--- src/rtl/quick_rs232_rx_if.sv ---
// quick_rs232_rx_if: byte handshake and status bundle between the RS-232 receiver and its consumer
interface quick_rs232_rx_if #(
  parameter int BYTE_LEN = 8
);
  logic [BYTE_LEN-1:0] rx_data;
  logic rx_valid;
  logic rx_ack;
  logic rx_parity_error;
  logic rx_frame_error;
  logic rx_overrun;
  logic rx_busy;
  modport master (
    output rx_data, rx_valid, rx_parity_error, rx_frame_error, rx_overrun, rx_busy,
    input  rx_ack
  );
  modport slave (
    input  rx_data, rx_valid, rx_parity_error, rx_frame_error, rx_overrun, rx_busy,
    output rx_ack
  );
endinterface

--- src/rtl/quick_rs232_rx.sv ---
// quick_rs232_rx: RS-232 frame receiver with valid/ack byte hand-off, error pulses and optional CTS
module quick_rs232_rx #(
  parameter int CLK_FREQ             = 50000000,
  parameter int DEFAULT_BYTE_LEN     = 8,
  parameter int DEFAULT_PARITY       = 1,
  parameter int DEFAULT_STOP_BITS    = 0,
  parameter int DEFAULT_BAUD_RATE    = 9600,
  parameter int DEFAULT_FLOW_CONTROL = 0
) (
  input  logic             clk,
  input  logic             rst,
  input  logic             rx,
  output logic             cts,
  quick_rs232_rx_if.master rx_if
);
  localparam int BL = DEFAULT_BYTE_LEN;
  localparam logic [31:0] TICKS = 32'(CLK_FREQ / DEFAULT_BAUD_RATE);
  localparam logic [31:0] HALF = TICKS / 32'd2;
  typedef enum logic [2:0] {IDLE, START, DATA, PARITY, STOP, DONE} state_t;
  if (DEFAULT_BYTE_LEN < 5 || DEFAULT_BYTE_LEN > 9 || DEFAULT_PARITY < 0 || DEFAULT_PARITY > 4 ||
      DEFAULT_STOP_BITS < 0 || DEFAULT_STOP_BITS > 2 || DEFAULT_FLOW_CONTROL < 0 ||
      DEFAULT_FLOW_CONTROL > 1 || CLK_FREQ < 2 * DEFAULT_BAUD_RATE) begin : g_bad_cfg
    $error("quick_rs232_rx: unsupported parameter set");
  end
  state_t state_q, state_d;
  logic rx_m_q, rx_s_q;
  logic armed_q, armed_d;
  logic [31:0] cnt_q, cnt_d;
  logic [3:0] bit_q, bit_d;
  logic [BL-1:0] sh_q, sh_d, data_q, data_d;
  logic par_ok_q, par_ok_d, stop_q, stop_d;
  logic valid_q, valid_d, cts_q, cts_d;
  logic pe_q, pe_d, fe_q, fe_d, ov_q, ov_d;
  logic tick_end, half_end, par_exp;
  assign tick_end = cnt_q == TICKS - 32'd1;
  assign half_end = cnt_q == HALF - 32'd1;
  assign par_exp = DEFAULT_PARITY == 1 ? ^sh_q : DEFAULT_PARITY == 2 ? ~^sh_q : DEFAULT_PARITY == 3;
  always_ff @(posedge clk) begin
    if (rst) begin
      rx_m_q   <= 1'b1;
      rx_s_q   <= 1'b1;
      state_q  <= IDLE;
      armed_q  <= 1'b0;
      cnt_q    <= '0;
      bit_q    <= '0;
      sh_q     <= '0;
      data_q   <= '0;
      par_ok_q <= 1'b1;
      stop_q   <= 1'b1;
      valid_q  <= 1'b0;
      cts_q    <= 1'b0;
      pe_q     <= 1'b0;
      fe_q     <= 1'b0;
      ov_q     <= 1'b0;
    end else begin
      rx_m_q   <= rx;
      rx_s_q   <= rx_m_q;
      state_q  <= state_d;
      armed_q  <= armed_d;
      cnt_q    <= cnt_d;
      bit_q    <= bit_d;
      sh_q     <= sh_d;
      data_q   <= data_d;
      par_ok_q <= par_ok_d;
      stop_q   <= stop_d;
      valid_q  <= valid_d;
      cts_q    <= cts_d;
      pe_q     <= pe_d;
      fe_q     <= fe_d;
      ov_q     <= ov_d;
    end
  end
  // Arming needs the line seen high in IDLE, so a held-low line after a bad stop bit cannot restart a frame
  always_comb begin
    state_d  = state_q;
    armed_d  = state_q == IDLE && (armed_q || rx_s_q);
    cnt_d    = cnt_q + 32'd1;
    bit_d    = bit_q;
    sh_d     = sh_q;
    data_d   = data_q;
    par_ok_d = par_ok_q;
    stop_d   = stop_q;
    valid_d  = valid_q & ~rx_if.rx_ack;
    pe_d     = 1'b0;
    fe_d     = 1'b0;
    ov_d     = 1'b0;
    case (state_q)
      IDLE: if (armed_q && !rx_s_q) begin
        state_d = START;
        cnt_d   = '0;
      end
      START: if (half_end) begin
        state_d  = rx_s_q ? IDLE : DATA;
        cnt_d    = '0;
        bit_d    = '0;
        par_ok_d = 1'b1;
      end
      DATA: if (tick_end) begin
        cnt_d = '0;
        sh_d  = {rx_s_q, sh_q[BL-1:1]};
        bit_d = bit_q + 4'd1;
        if (bit_q == 4'(BL - 1)) state_d = DEFAULT_PARITY == 0 ? STOP : PARITY;
      end
      PARITY: if (tick_end) begin
        cnt_d    = '0;
        par_ok_d = rx_s_q == par_exp;
        state_d  = STOP;
      end
      STOP: if (tick_end) begin
        cnt_d   = '0;
        stop_d  = rx_s_q;
        state_d = DONE;
      end
      DONE: begin
        state_d = IDLE;
        fe_d    = !stop_q;
        pe_d    = stop_q && !par_ok_q;
        if (stop_q && par_ok_q) begin
          if (!valid_q || rx_if.rx_ack) begin
            data_d  = sh_q;
            valid_d = 1'b1;
          end else begin
            ov_d = 1'b1;
          end
        end
      end
      default: state_d = IDLE;
    endcase
    cts_d = DEFAULT_FLOW_CONTROL != 0 ? ~valid_d : 1'b1;
  end
  assign cts                   = cts_q;
  assign rx_if.rx_data         = data_q;
  assign rx_if.rx_valid        = valid_q;
  assign rx_if.rx_parity_error = pe_q;
  assign rx_if.rx_frame_error  = fe_q;
  assign rx_if.rx_overrun      = ov_q;
  assign rx_if.rx_busy         = state_q != IDLE;
endmodule

--- src/flat_wrapper.sv ---
// flat-port wrapper written by rule: the top's interface ports become plain ports
module quick_rs232_rx_flat 
#(
  parameter int CLK_FREQ             = 50000000,
  parameter int DEFAULT_BYTE_LEN     = 8,
  parameter int DEFAULT_PARITY       = 1,
  parameter int DEFAULT_STOP_BITS    = 0,
  parameter int DEFAULT_BAUD_RATE    = 9600,
  parameter int DEFAULT_FLOW_CONTROL = 0
)
  (clk, rst, rx, cts, rx_if_rx_data, rx_if_rx_valid, rx_if_rx_parity_error, rx_if_rx_frame_error, rx_if_rx_overrun, rx_if_rx_busy, rx_if_rx_ack);
  quick_rs232_rx_if #(.BYTE_LEN(8)) rx_if_i ();
  input  logic clk;
  input  logic rst;
  input  logic rx;
  output logic cts;
  output wire logic [$bits(rx_if_i.rx_data)-1:0] rx_if_rx_data;
  output wire logic [$bits(rx_if_i.rx_valid)-1:0] rx_if_rx_valid;
  output wire logic [$bits(rx_if_i.rx_parity_error)-1:0] rx_if_rx_parity_error;
  output wire logic [$bits(rx_if_i.rx_frame_error)-1:0] rx_if_rx_frame_error;
  output wire logic [$bits(rx_if_i.rx_overrun)-1:0] rx_if_rx_overrun;
  output wire logic [$bits(rx_if_i.rx_busy)-1:0] rx_if_rx_busy;
  input wire logic [$bits(rx_if_i.rx_ack)-1:0] rx_if_rx_ack;
  assign rx_if_rx_data = rx_if_i.rx_data;
  assign rx_if_rx_valid = rx_if_i.rx_valid;
  assign rx_if_rx_parity_error = rx_if_i.rx_parity_error;
  assign rx_if_rx_frame_error = rx_if_i.rx_frame_error;
  assign rx_if_rx_overrun = rx_if_i.rx_overrun;
  assign rx_if_rx_busy = rx_if_i.rx_busy;
  assign rx_if_i.rx_ack = rx_if_rx_ack;
  quick_rs232_rx #(.CLK_FREQ(CLK_FREQ), .DEFAULT_BYTE_LEN(DEFAULT_BYTE_LEN), .DEFAULT_PARITY(DEFAULT_PARITY), .DEFAULT_STOP_BITS(DEFAULT_STOP_BITS), .DEFAULT_BAUD_RATE(DEFAULT_BAUD_RATE), .DEFAULT_FLOW_CONTROL(DEFAULT_FLOW_CONTROL)) u_core (.clk(clk), .rst(rst), .rx(rx), .cts(cts), .rx_if(rx_if_i));
endmodule
--- config.mk ---
export PLATFORM = sky130hd
export DESIGN_NAME = quick_rs232_rx_flat
export DESIGN_NICKNAME = d
export VERILOG_FILES = /design/src/rtl/quick_rs232_rx_if.sv /design/src/rtl/quick_rs232_rx.sv /design/src/flat_wrapper.sv
export SDC_FILE = /design/constraint.sdc
export NUM_CORES = 1
export LEC_CHECK = 0
export CORE_MARGIN = 5
export CORE_UTILIZATION = 55
export DETAILED_ROUTE_END_ITERATION = 10
export GPL_ROUTABILITY_DRIVEN = 0
export HOLD_SLACK_MARGIN = 0.05
export MAX_ROUTING_LAYER = met4
export PLACE_DENSITY = 0.73
export SLEW_MARGIN = 20
export SYNTH_ARGS = -nofsm -noshare
export SYNTH_HDL_FRONTEND = slang
export SYNTH_SLANG_ARGS = --single-unit
--- constraint.sdc ---
create_clock -name clk -period 2.5 [get_ports clk]
set_input_delay 0.375 -clock clk [delete_from_list [all_inputs] [get_ports clk]]
set_output_delay 0.375 -clock clk [all_outputs]
set_load 0.005 [all_outputs]
==> flow_summary.yaml <==
run:
  maxCapViolCount: 0
synth:
  synthMuxAreaShare: 0.0298
  ys_warn_count: 0
  synth_seq_cells: 65
  synth_top_family_by_area: "simple AND/OR/NAND/NOR gates"
  yosys.area_share.simple: 0.322
  ys.flop_type: "dfxtp_1"
  netlist_instances: 339
  synth_edf_count: 0
  synthXorXnorAreaFrac: 0.110
  syn-cell-area_sq_mm: 0.00302
  synth.avg_cell_area_sq_um: 8.91
  synth_compound_area_frac: 0.0634
  synth_cell_types: 43
  synth_seq_area_share: 0.431
  async_reset_ff_frac: 0
  yosys.area_share.adder: 0.00829
  synthesis.nets: 345
sta:
  fin_setup_tns_ns: 0
  fin_skew_ns: 0.00981
  fmax_mhz: 433
  drv_slew: 0
  holdWs_ns: 0.410
  rsz0062_at_grt: "no"
  finalHoldViolCount: 0
  tightest_slew_ns: 0.508
  final-setup-viol-count: 0
  finalCritPeriodShare: 0.923
  slew_headroom: 0.658
  finalCriticalPeriod_ns: 2.31
clock_network:
  cts_max_level: 3
  cts_root_buffer: "clkbuf_8"
  clock-sinks: 65
  cts_made_buffers: 9
  cts_setup_buffers: 0
  cts_resized: 0
  ctsHoldBuffers: 0
  cts_tree: "yes"
  clk_pin_slew_worst_paths_ns: 0.07
  clock_latency_ns: 0.35
  clockBufferDepth: 2
worst_setup_path:
  r2r_slack_ns: 0.19
  reg2reg_from: "u_core.cnt_q[0]"
  crit_start: "u_core.cnt_q[0]"
  crit_fanout: 32
  setup.worst_path.start_class: "flop"
  rr_endpoint: "u_core.cnt_q[26]"
  critical_path_class: "flop to flop"
  required_ns: 2.74
  end_kind: "flop"
  crit_arrival_ns: 2.54
  reg2regPathDepth: 8
  crit_path_end: "u_core.cnt_q[26]"
routing:
  drt_iter0_drc: 135
  vias: 2342
  route.detailed.drc: 0
  routed_wl_um: 5640
  wl_per_cell_um: 12.9
  ant_nets: 0
  via_per_inst: 5.35
  drt-pass1-iter-count: 4
global_routing:
  grt_pass1_wl_um: 9330
  track_usage: 0.170
  grt_pass1_vias: 2100
  antenna_found_initial: 0
  globalRoute.totalOverflow: 0
  grt_start_max_net_pins: 33
final_layout:
  syn_to_final_growth_pct: 15.3
  drive_gt1_frac: 0.156
  final_area_sq_mm: 0.00348
  fillCellCount: 461
  num_antenna_cells: 0
  nNetsFinal: 367
placement:
  postPlaceCellArea_sq_mm: 0.00327
  port_buffers: 17
  dp.final_hpwl_um: 3870
outcome:
  status: "finished, final reports clean"
power:
  peakVddDrop_uv: 376
  cellPowerDensity_mw_per_mm2: 593
  p_leak_nw: 1.19
floorplanning:
  die_h_um: 84.1
  io_pins: 18
  initial_utilization: 0.559
  row_count: 27
  coreArea_sq_mm: 0.00541
  die-width_um: 84.1
  die-area_sq_mm: 0.00707
hold_path:
  holdCritPathClass: "flop to flop"
  hold_path_depth: 1
==> cells by family (layout without fill, tap and decap cells) <==
group,after synthesis,count (layout)
and+or+nand+nor,172,172
adders and majority gates,2,2
DFF,65,65
muxes,9,9
buffers and inverters,22,49
xor gates and xnor gates,38,38
AOI/OAI and AO/OA,31,31
==> placed cells by master, fill, tap and decap left out, types with 2 or more instances in the layout <==
| cell type | synthesis | final |
|---|---|---|
| dfxtp_1 | 65 | 65 |
| nor2_1 | 34 | 34 |
| nand2_1 | 33 | 33 |
| xnor2_1 | 24 | 24 |
| a21oi_1 | 21 | 21 |
| nor2_2 | 21 | 21 |
| nand3_1 | 20 | 20 |
| clkdlybuf4s50_1 | 0 | 17 |
| xor2_1 | 14 | 14 |
| nor3_1 | 12 | 12 |
| clkbuf_8 | 0 | 12 |
| nand4_1 | 11 | 11 |
| inv_1 | 9 | 9 |
| and3_1 | 9 | 9 |
| mux2i_1 | 9 | 9 |
| nor4_1 | 5 | 5 |
| buf_4 | 0 | 5 |
| o21ai_0 | 4 | 4 |
| or2_2 | 4 | 4 |
| nor4_4 | 3 | 3 |
| or4_1 | 3 | 3 |
| nor4b_1 | 2 | 2 |
| nor2b_1 | 2 | 2 |
| and2_1 | 2 | 2 |
| ha_1 | 2 | 2 |
| clkinvlp_4 | 0 | 2 |
==> how the worst min path moves through the flow <==
stage | startpoint | end | slack [ns]
finish | u_core.rx_m_q | u_core.rx_s_q | 0.41
floorplan | u_core.rx_m_q | u_core.rx_s_q | 0.39
detailed placement | u_core.rx_m_q | u_core.rx_s_q | 0.39
global route | u_core.rx_m_q | u_core.rx_s_q | 0.43
CTS | u_core.rx_m_q | u_core.rx_s_q | 0.41
global placement | u_core.rx_m_q | u_core.rx_s_q | 0.39
==> cells in the mapped netlist (all sizes together) (3+ instances only) <==
cell type / count / area (sq um)
dfxtp: 65 / 1300
nor2: 55 / 259
nand2: 33 / 124
xnor2: 24 / 210
a21oi: 21 / 105
nand3: 21 / 110
xor2: 14 / 123
nor3: 13 / 70.1
nand4: 12 / 90.1
and3: 9 / 56.3
inv: 9 / 33.8
mux2i: 9 / 90.1
nor4: 9 / 108
clkbuf: 7 / 26.3
buf: 5 / 43.8
o21ai: 5 / 25.0
or2: 4 / 25.0
or4: 3 / 22.5
==> power breakdown <==
part	internal (mW)	total (mW)	leakage, nW	switching (mW)
clock	0.540	0.941	0.105	0.401
combinational	0.0276	0.0716	0.564	0.0441
sequential	1.05	1.05	0.525	0.00741
==> through the flow <==
step                setup slack, ns  total power [mW]  utilization  cells
finish                        0.193              2.07        0.644    438
global route                 0.0378              2.16        0.644    438
CTS                           0.207              2.09        0.644    438
detailed placement            0.208              1.15        0.604    422
global placement              0.254              1.15        0.604    422
floorplan                     0.385              1.13            -    339
==> area by class of cell <==
type / instances / area, sq um / share of cell area
sequential: 65 / 1300 / 0.374
timing repair buffer: 23 / 228 / 0.0654
clock buffer: 12 / 165 / 0.0474
tap: 72 / 90.1 / 0.0259
multi-input combinational: 252 / 1610 / 0.462
inverter: 10 / 37.5 / 0.0108
clock inverter: 4 / 50.0 / 0.0144
==> worst max-delay path: stages (launching register included) <==
cell and delay [ns]:
dfxtp_1 0.34, ha_1 0.24, and3_1 0.26, nand3_2 0.17, o21ai_1 0.24, a21oi_1 0.19
o41ai_4 0.41, buf_12 0.26, nor2_1 0.07
==> flip-flops by register name (all words and copies together) (netlist names) <==
signal,cells
u_core.rx_m_q,1
u_core.sh_q,8
u_core.bit_q,4
u_core.rx_s_q,1
u_core.stop_q,1
u_core.rx_if.rx_parity_error,1
u_core.rx_if.rx_valid,1
u_core.rx_if.rx_overrun,1
u_core.cnt_q,32
u_core.armed_q,1
u_core.rx_if.rx_frame_error,1
u_core.state_q,3
u_core.cts,1
u_core.rx_if.rx_data,8
u_core.par_ok_q,1
==> layer usage <==
metal	vias up	global-route usage	routed length, um
li1	1204	-	-
met1	1079	0.200	2680
met2	46	0.265	2610
met3	13	0.0395	226
met4	0	0.0965	129
met5	-	-	0
(Power assumes the default switching activity.)
